[config.mk]
export PLATFORM = sky130hd
export DESIGN_NAME = ram_burst_master
export DESIGN_NICKNAME = d
export VERILOG_FILES = /design/src/rtl/ram_burst_pkg.sv /design/src/rtl/ram_rd_skid.sv /design/src/rtl/ram_burst_master.sv
export SDC_FILE = /design/constraint.sdc
export NUM_CORES = 1
export LEC_CHECK = 0
export ABC_AREA = 1
export BUFFER_PORTS_ARGS = -buffer_cell sky130_fd_sc_hd__buf_2
export CORE_ASPECT_RATIO = 0.8
export CORE_MARGIN = 10
export CORE_UTILIZATION = 47
export CTS_BUF_LIST = sky130_fd_sc_hd__clkbuf_16
export CTS_CLUSTER_SIZE = 24
export DETAILED_ROUTE_END_ITERATION = 8
export PLACE_DENSITY = 0.76
export RECOVER_POWER = 25
export SLEW_MARGIN = 20
export SYNTH_ARGS = -nofsm -noshare
export SYNTH_HDL_FRONTEND = slang
export SYNTH_SLANG_ARGS = --single-unit
[constraint.sdc]
create_clock -name clk -period 2.5 [get_ports clk]
set_input_delay 0.125 -clock clk [delete_from_list [all_inputs] [get_ports clk]]
set_output_delay 0.125 -clock clk [all_outputs]
set_load 0.05 [all_outputs]
[src/rtl/ram_burst_pkg.sv]
`default_nettype none
// +--------------------------------------------------------------------------+
// | Package   : ram_burst_pkg                                                |
// | Purpose   : Shared state encodings and skid-buffer sizing for the RAM    |
// |             burst master and its read-return skid buffer.                |
// | Contents  : ST_* FSM state codes, SKID_DEPTH, SKID_CNT_W                 |
// | Revision  : 1.0  initial release                                         |
// +--------------------------------------------------------------------------+
package ram_burst_pkg;

  typedef logic [1:0] state_t;

  localparam state_t ST_IDLE  = 2'd0;
  localparam state_t ST_WRITE = 2'd1;
  localparam state_t ST_READ  = 2'd2;
  localparam state_t ST_DRAIN = 2'd3;

  // Read-return buffer depth; also the number of read credits.
  localparam int SKID_DEPTH = 2;
  localparam int SKID_CNT_W = $clog2(SKID_DEPTH + 1);

endpackage
`default_nettype wire

[src/rtl/ram_rd_skid.sv]
`default_nettype none
// +--------------------------------------------------------------------------+
// | Module    : ram_rd_skid                                                  |
// | Purpose   : Small FIFO catching RAM read data one cycle after issue and  |
// |             presenting it to the read stream.                            |
// | Ports     : clk, reset (sync, active-high)                               |
// |             push/din   - write side (RAM dout lands here)                 |
// |             pop/dout   - read side (head entry)                          |
// |             count/full/empty - occupancy status                          |
// | Revision  : 1.0  initial release                                         |
// +--------------------------------------------------------------------------+
module ram_rd_skid
  import ram_burst_pkg::*;
#(
  parameter int WIDTH = 8
) (
  input  logic                  clk,
  input  logic                  reset,
  input  logic                  push,
  input  logic                  pop,
  input  logic [WIDTH-1:0]      din,
  output logic [WIDTH-1:0]      dout,
  output logic [SKID_CNT_W-1:0] count,
  output logic                  full,
  output logic                  empty
);

  localparam int PTR_W = (SKID_DEPTH > 1) ? $clog2(SKID_DEPTH) : 1;

  logic [WIDTH-1:0]      r_mem [SKID_DEPTH];
  logic [PTR_W-1:0]      r_wptr;
  logic [PTR_W-1:0]      r_rptr;
  logic [SKID_CNT_W-1:0] r_count;
  logic                  w_push;
  logic                  w_pop;

  assign full   = (r_count == SKID_CNT_W'(SKID_DEPTH));
  assign empty  = (r_count == '0);
  assign count  = r_count;
  assign dout   = r_mem[r_rptr];

  // Guard against overflow/underflow even though the credit scheme upstream
  // never pushes into a full buffer.
  assign w_push = push && !full;
  assign w_pop  = pop && !empty;

  always_ff @(posedge clk) begin
    if (reset) begin
      r_wptr  <= '0;
      r_rptr  <= '0;
      r_count <= '0;
    end else begin
      if (w_push) r_wptr <= r_wptr + PTR_W'(1);
      if (w_pop)  r_rptr <= r_rptr + PTR_W'(1);
      case ({w_push, w_pop})
        2'b10:   r_count <= r_count + SKID_CNT_W'(1);
        2'b01:   r_count <= r_count - SKID_CNT_W'(1);
        default: r_count <= r_count;
      endcase
    end
  end

  // Data storage needs no reset; validity is tracked by r_count.
  always_ff @(posedge clk) begin
    if (w_push) r_mem[r_wptr] <= din;
  end

endmodule
`default_nettype wire

[src/rtl/ram_burst_master.sv]
`default_nettype none
// +--------------------------------------------------------------------------+
// | Module    : ram_burst_master                                             |
// | Purpose   : Burst initiator for a single-port synchronous RAM with       |
// |             1-cycle read latency. Streams write beats into the RAM or    |
// |             read beats out of it, one beat per cycle sustained.          |
// | Ports     : clk, reset (sync, active-high)                               |
// |             cmd_*  - burst command (valid/ready, write, addr, len)       |
// |             wr_*   - write data stream (valid/ready/data)                |
// |             rd_*   - read data stream (valid/ready/data)                 |
// |             busy, done - status (done pulses once per burst)             |
// |             ram_*  - RAM port (we/addr/din out, dout in)                 |
// | Revision  : 1.0  initial release                                         |
// +--------------------------------------------------------------------------+
module ram_burst_master
  import ram_burst_pkg::*;
#(
  parameter int DATAWID  = 8,
  parameter int ADDERWID = 12
) (
  input  logic                clk,
  input  logic                reset,
  input  logic                cmd_valid,
  output logic                cmd_ready,
  input  logic                cmd_write,
  input  logic [ADDERWID-1:0] cmd_addr,
  input  logic [ADDERWID-1:0] cmd_len,
  input  logic                wr_valid,
  output logic                wr_ready,
  input  logic [DATAWID-1:0]  wr_data,
  output logic                rd_valid,
  input  logic                rd_ready,
  output logic [DATAWID-1:0]  rd_data,
  output logic                busy,
  output logic                done,
  output logic                ram_we,
  output logic [ADDERWID-1:0] ram_addr,
  output logic [DATAWID-1:0]  ram_din,
  input  logic [DATAWID-1:0]  ram_dout
);

  localparam int OCC_W = SKID_CNT_W + 1;

  state_t                r_state;
  logic [ADDERWID-1:0]   r_addr;
  logic [ADDERWID-1:0]   r_remaining;
  logic                  r_inflight;
  logic                  r_done;

  logic [SKID_CNT_W-1:0] w_count;
  logic                  w_full;
  logic                  w_empty;
  logic [DATAWID-1:0]    w_skid_dout;
  logic                  w_last;
  logic                  w_wr_beat;
  logic                  w_pop;
  logic [OCC_W-1:0]      w_occ_after;
  logic                  w_issue;
  logic                  w_drain_done;

  assign w_last    = (r_remaining == '0);
  assign w_wr_beat = (r_state == ST_WRITE) && wr_valid;
  assign w_pop     = !w_empty && rd_ready;

  // Every issued read needs a skid slot when it lands next cycle. Entries
  // held plus the one in flight, minus the one leaving now, must leave room.
  assign w_occ_after = OCC_W'(w_count) + OCC_W'(r_inflight) - OCC_W'(w_pop);
  assign w_issue     = (r_state == ST_READ) && !(w_full && !w_pop) &&
                       (w_occ_after < OCC_W'(SKID_DEPTH));

  // The burst is finished only when the final entry leaves and nothing
  // remains in flight behind it.
  assign w_drain_done = (r_state == ST_DRAIN) && w_pop && !r_inflight &&
                        (w_count == SKID_CNT_W'(1));

  always_ff @(posedge clk) begin
    if (reset) begin
      r_state     <= ST_IDLE;
      r_addr      <= '0;
      r_remaining <= '0;
      r_inflight  <= 1'b0;
      r_done      <= 1'b0;
    end else begin
      r_done     <= 1'b0;
      r_inflight <= w_issue;
      case (r_state)
        ST_IDLE: begin
          if (cmd_valid) begin
            r_addr      <= cmd_addr;
            r_remaining <= cmd_len;
            r_state     <= cmd_write ? ST_WRITE : ST_READ;
          end
        end
        ST_WRITE: begin
          if (wr_valid) begin
            r_addr      <= r_addr + ADDERWID'(1);
            r_remaining <= r_remaining - ADDERWID'(1);
            if (w_last) begin
              r_state <= ST_IDLE;
              r_done  <= 1'b1;
            end
          end
        end
        ST_READ: begin
          if (w_issue) begin
            r_addr      <= r_addr + ADDERWID'(1);
            r_remaining <= r_remaining - ADDERWID'(1);
            if (w_last) r_state <= ST_DRAIN;
          end
        end
        ST_DRAIN: begin
          if (w_drain_done) begin
            r_state <= ST_IDLE;
            r_done  <= 1'b1;
          end
        end
        default: r_state <= ST_IDLE;
      endcase
    end
  end

  // RAM data returns one cycle after issue, exactly when r_inflight is set.
  ram_rd_skid #(
    .WIDTH (DATAWID)
  ) u_skid (
    .clk   (clk),
    .reset (reset),
    .push  (r_inflight),
    .pop   (w_pop),
    .din   (ram_dout),
    .dout  (w_skid_dout),
    .count (w_count),
    .full  (w_full),
    .empty (w_empty)
  );

  assign cmd_ready = (r_state == ST_IDLE);
  assign busy      = (r_state != ST_IDLE);
  assign wr_ready  = (r_state == ST_WRITE);
  assign done      = r_done;
  assign rd_valid  = !w_empty;
  assign rd_data   = w_skid_dout;
  assign ram_we    = w_wr_beat;
  assign ram_addr  = r_addr;
  assign ram_din   = wr_data;

endmodule
`default_nettype wire
==> flow_summary_export.csv <==
group,metric,value,unit
run_status,status,"complete, but fails checks",
run_status,violations,"negative setup slack",
drt,top_layer_used,"met4",
drt,routedWlPerCell,14.4,um
drt,wirelength,8070,um
synthesis,synthArstFlopShare,0,%
sta,fmax,0.375,GHz
finish,layout.cells.most_common,"nand2_1",
synthesis,ys_seq_area_share,39.7,%
setup_path,max_stage_delay,480,ps
placement,hpwl,5470,um
sta,rsz0062_at_grt,"yes",
power,leakagePower,1.75,nW
setup_path,slowest_stage,"fa_1",
synthesis,synthFlopType,"dfxtp_1",
synthesis,synth_cell_types,32,
setup_path,crit_type,"reg -> reg",
clock_tree,clock-sinks,49,
sta,finalHoldViolCount,0,
synthesis,netlist_instances,392,
drt,num_vias,2859,
placement,gp_congestion,0.884,
global_route,grt_pass1_vias,2891,
clock_tree,tritoncts,"done",
power,ir_drop,832,uV
finish,drive_gt1_share,32.4,%
clock_tree,clk_latency,290,ps
clock_tree,clkTransAtPathRegs,70,ps
synthesis,ys_warn_count,0,
setup_path,crit_path_start_kind,"flip-flop",
global_route,grt_max_degree,25,
sta,relSlewSlack,53.8,%
sta,post-route-min-period,2670,ps
setup_path,cp_top_family,"adder cells",
synthesis,synth_largest_area_cell,"dfxtp_1",
drt,final_antenna_net_count,0,
placement,portBuffers,63,
setup_path,path_buf_inv,5,
die,fp-row-count,25,
job,maxCapViolCount,0,
clock_tree,cts-root-buf,"clkbuf_16",
sta,drv_slew,0,
finish,final_util,63.8,%
sta,fin_skew,4.78,ps
synthesis,ys_ff_latch,49,
drt,drtIter0Drc,161,
setup_path,cpMostUsedCell,"nand2_2",
power,p_per_area,1400,nW/um^2
synthesis,avgSynthCellArea,7.34,sq um
finish,diodes,0,
setup_path,worstPathArrival,2830,ps
die,dieWidth,107,um
sta,setup_ws,-170,ps
drt,drc,0,
sta,post-route-period-util,107,%
clock_tree,clk_path_buf_depth,2,
finish,syn_to_final_growth,31.1,%
setup_path,cp.required,2660,ps
global_route,track_usage,16.5,%
die,die_h,90.0,um
sta,worstMarginPinSlew,690,ps
drt,dr.pass1.iters,5,
clock_tree,h-tree-depth,2,
global_route,grt_pass1_wl,13300,um
die,coreArea,5910,sq um
drt,wl_met2,3820,um
die,ios,80,
sta,setup_violations,26,
synthesis,ys_top_cells_by_area,"dfxtp_1, edfxtp_1, nand2_1",
clock_tree,numCtsBuffers,5,
synthesis,synth_edf_count,16,
die,initial_core_util,48.7,%
synthesis,syn_area,2880,sq um
worst_hold_path,hold_class,"in -> reg",
synthesis,synth_top_area_share,23.0,%
drt,wl_met3,524,um
finish,layout_common_cells,"nand2_1, buf_2, nor2_1",
setup_path,cp-end-kind,"flip-flop",
drt,viasPerCell,5.11,
global_route,overflow,0,
finish,final_nets,535,
global_route,grt_antenna_before_repair,0,
die,fp.dieArea,9670,sq um
setup_path,worstPathCellList,"inv_4 > ha_4 > clkinvlp_4 > nand2_2 > inv_2 > ha_4 > or2_4 > fa_1 > nand2_1 > a21oi_2 > nand3_2 > nand2_2 > nand3_4 > buf_12 > clkinv_8 > nand2_2 > o21ai_1 > nor2_1",
sta,fin_tns_setup,-3180,ps
drt,wl_met1,3550,um
setup_path,cp_max_fo,6,
synthesis,syn-num-nets,450,
[final timing paths]
path | cells past startpoint | slack, ps | to | startpoint
min reg2reg | 2 | 500 | r_remaining[1]$_SDFFE_PP0P_ | r_remaining[1]$_SDFFE_PP0P_
min | 1 | 30 | u_skid.r_mem[1][7]$_DFFE_PP_ | ram_dout[7]
max | 18 | -170 | r_remaining[4]$_SDFFE_PP0P_ | u_skid.count[0]$_SDFFE_PP0P_
max reg2reg | 18 | -170 | r_remaining[4]$_SDFFE_PP0P_ | u_skid.count[0]$_SDFFE_PP0P_
[per-layer routing]
| layer | GRT usage, % | up-vias |
|---|---|---|
| li1 | - | 1430 |
| met1 | 20.1 | 1289 |
| met2 | 27.5 | 120 |
| met3 | 4.07 | 20 |
| met4 | 5.56 | 0 |
| met5 | 0 | - |
[metrics by stage]
step | power, mW | std cells | setup WS [ps] | hold slack [ps] | instance area, sq um
final | 5.27 | 559 | -170 | 25.3 | 3770
after global placement | 3.94 | 531 | -98.7 | 250 | 3340
after CTS | 5.12 | 558 | -145 | 19.5 | 3710
after global routing | 5.68 | 559 | -312 | 20.9 | 3770
after detailed placement | 4.02 | 531 | -179 | 250 | 3340
after floorplan | 3.43 | 392 | -330 | 194 | 2950
[report_power, final]
group          internal [mW]  switching (mW)
Sequential              1.06           0.276
Combinational           1.22            2.05
Clock                  0.370           0.295
[state kept, by name, summed over array words and instances, names as in the netlist, named ones only]
register       flops
u_skid.r_mem      16
r_remaining       12
ram_addr          12
r_state            2
u_skid.count       2
done               1
r_inflight         1
u_skid.r_rptr      1
u_skid.r_wptr      1
[synth_stat cells (all sizes together), types with 2 or more instances]
master,n
a21oi,27
buf,13
clkbuf,6
clkinv,2
dfxtp,33
edfxtp,16
ha,11
inv,39
mux2,8
nand2,120
nand3,28
nand4,7
nor2,44
nor3,2
o211ai,2
o21ai,17
o21bai,3
o31ai,2
or2,5
xor2,4
[timing repair]
action	CTS	global route
hold buffers	0	0
pin swaps	5	10
gates cloned	2	1
resized for setup	17	17
setup endpoints to repair	26	27
setup buffers	17	4
[final cells by class]
type,instances,area (sq um)
well taps,81,101
clock buffers,5,125
clock inverters,3,22.5
flip-flops and latches,49,1150
repair buffers,94,587
multi-input cells,283,1570
inverters,41,175
fillers,528,2140
repair inverters,3,43.8
[logic make-up after synthesis]
| group | after synthesis | synth area share [%] |
|---|---|---|
| AOI/OAI and AO/OA | 52 | 10.6 |
| and+or+nand+nor | 207 | 30.3 |
| muxes | 8 | 3.13 |
| buffers and inverters | 60 | 9.57 |
| xor gates and xnor gates | 4 | 1.22 |
| adders and majority gates | 12 | 5.48 |
| DFF | 49 | 39.7 |
Power figures use the tool's default switching activity.
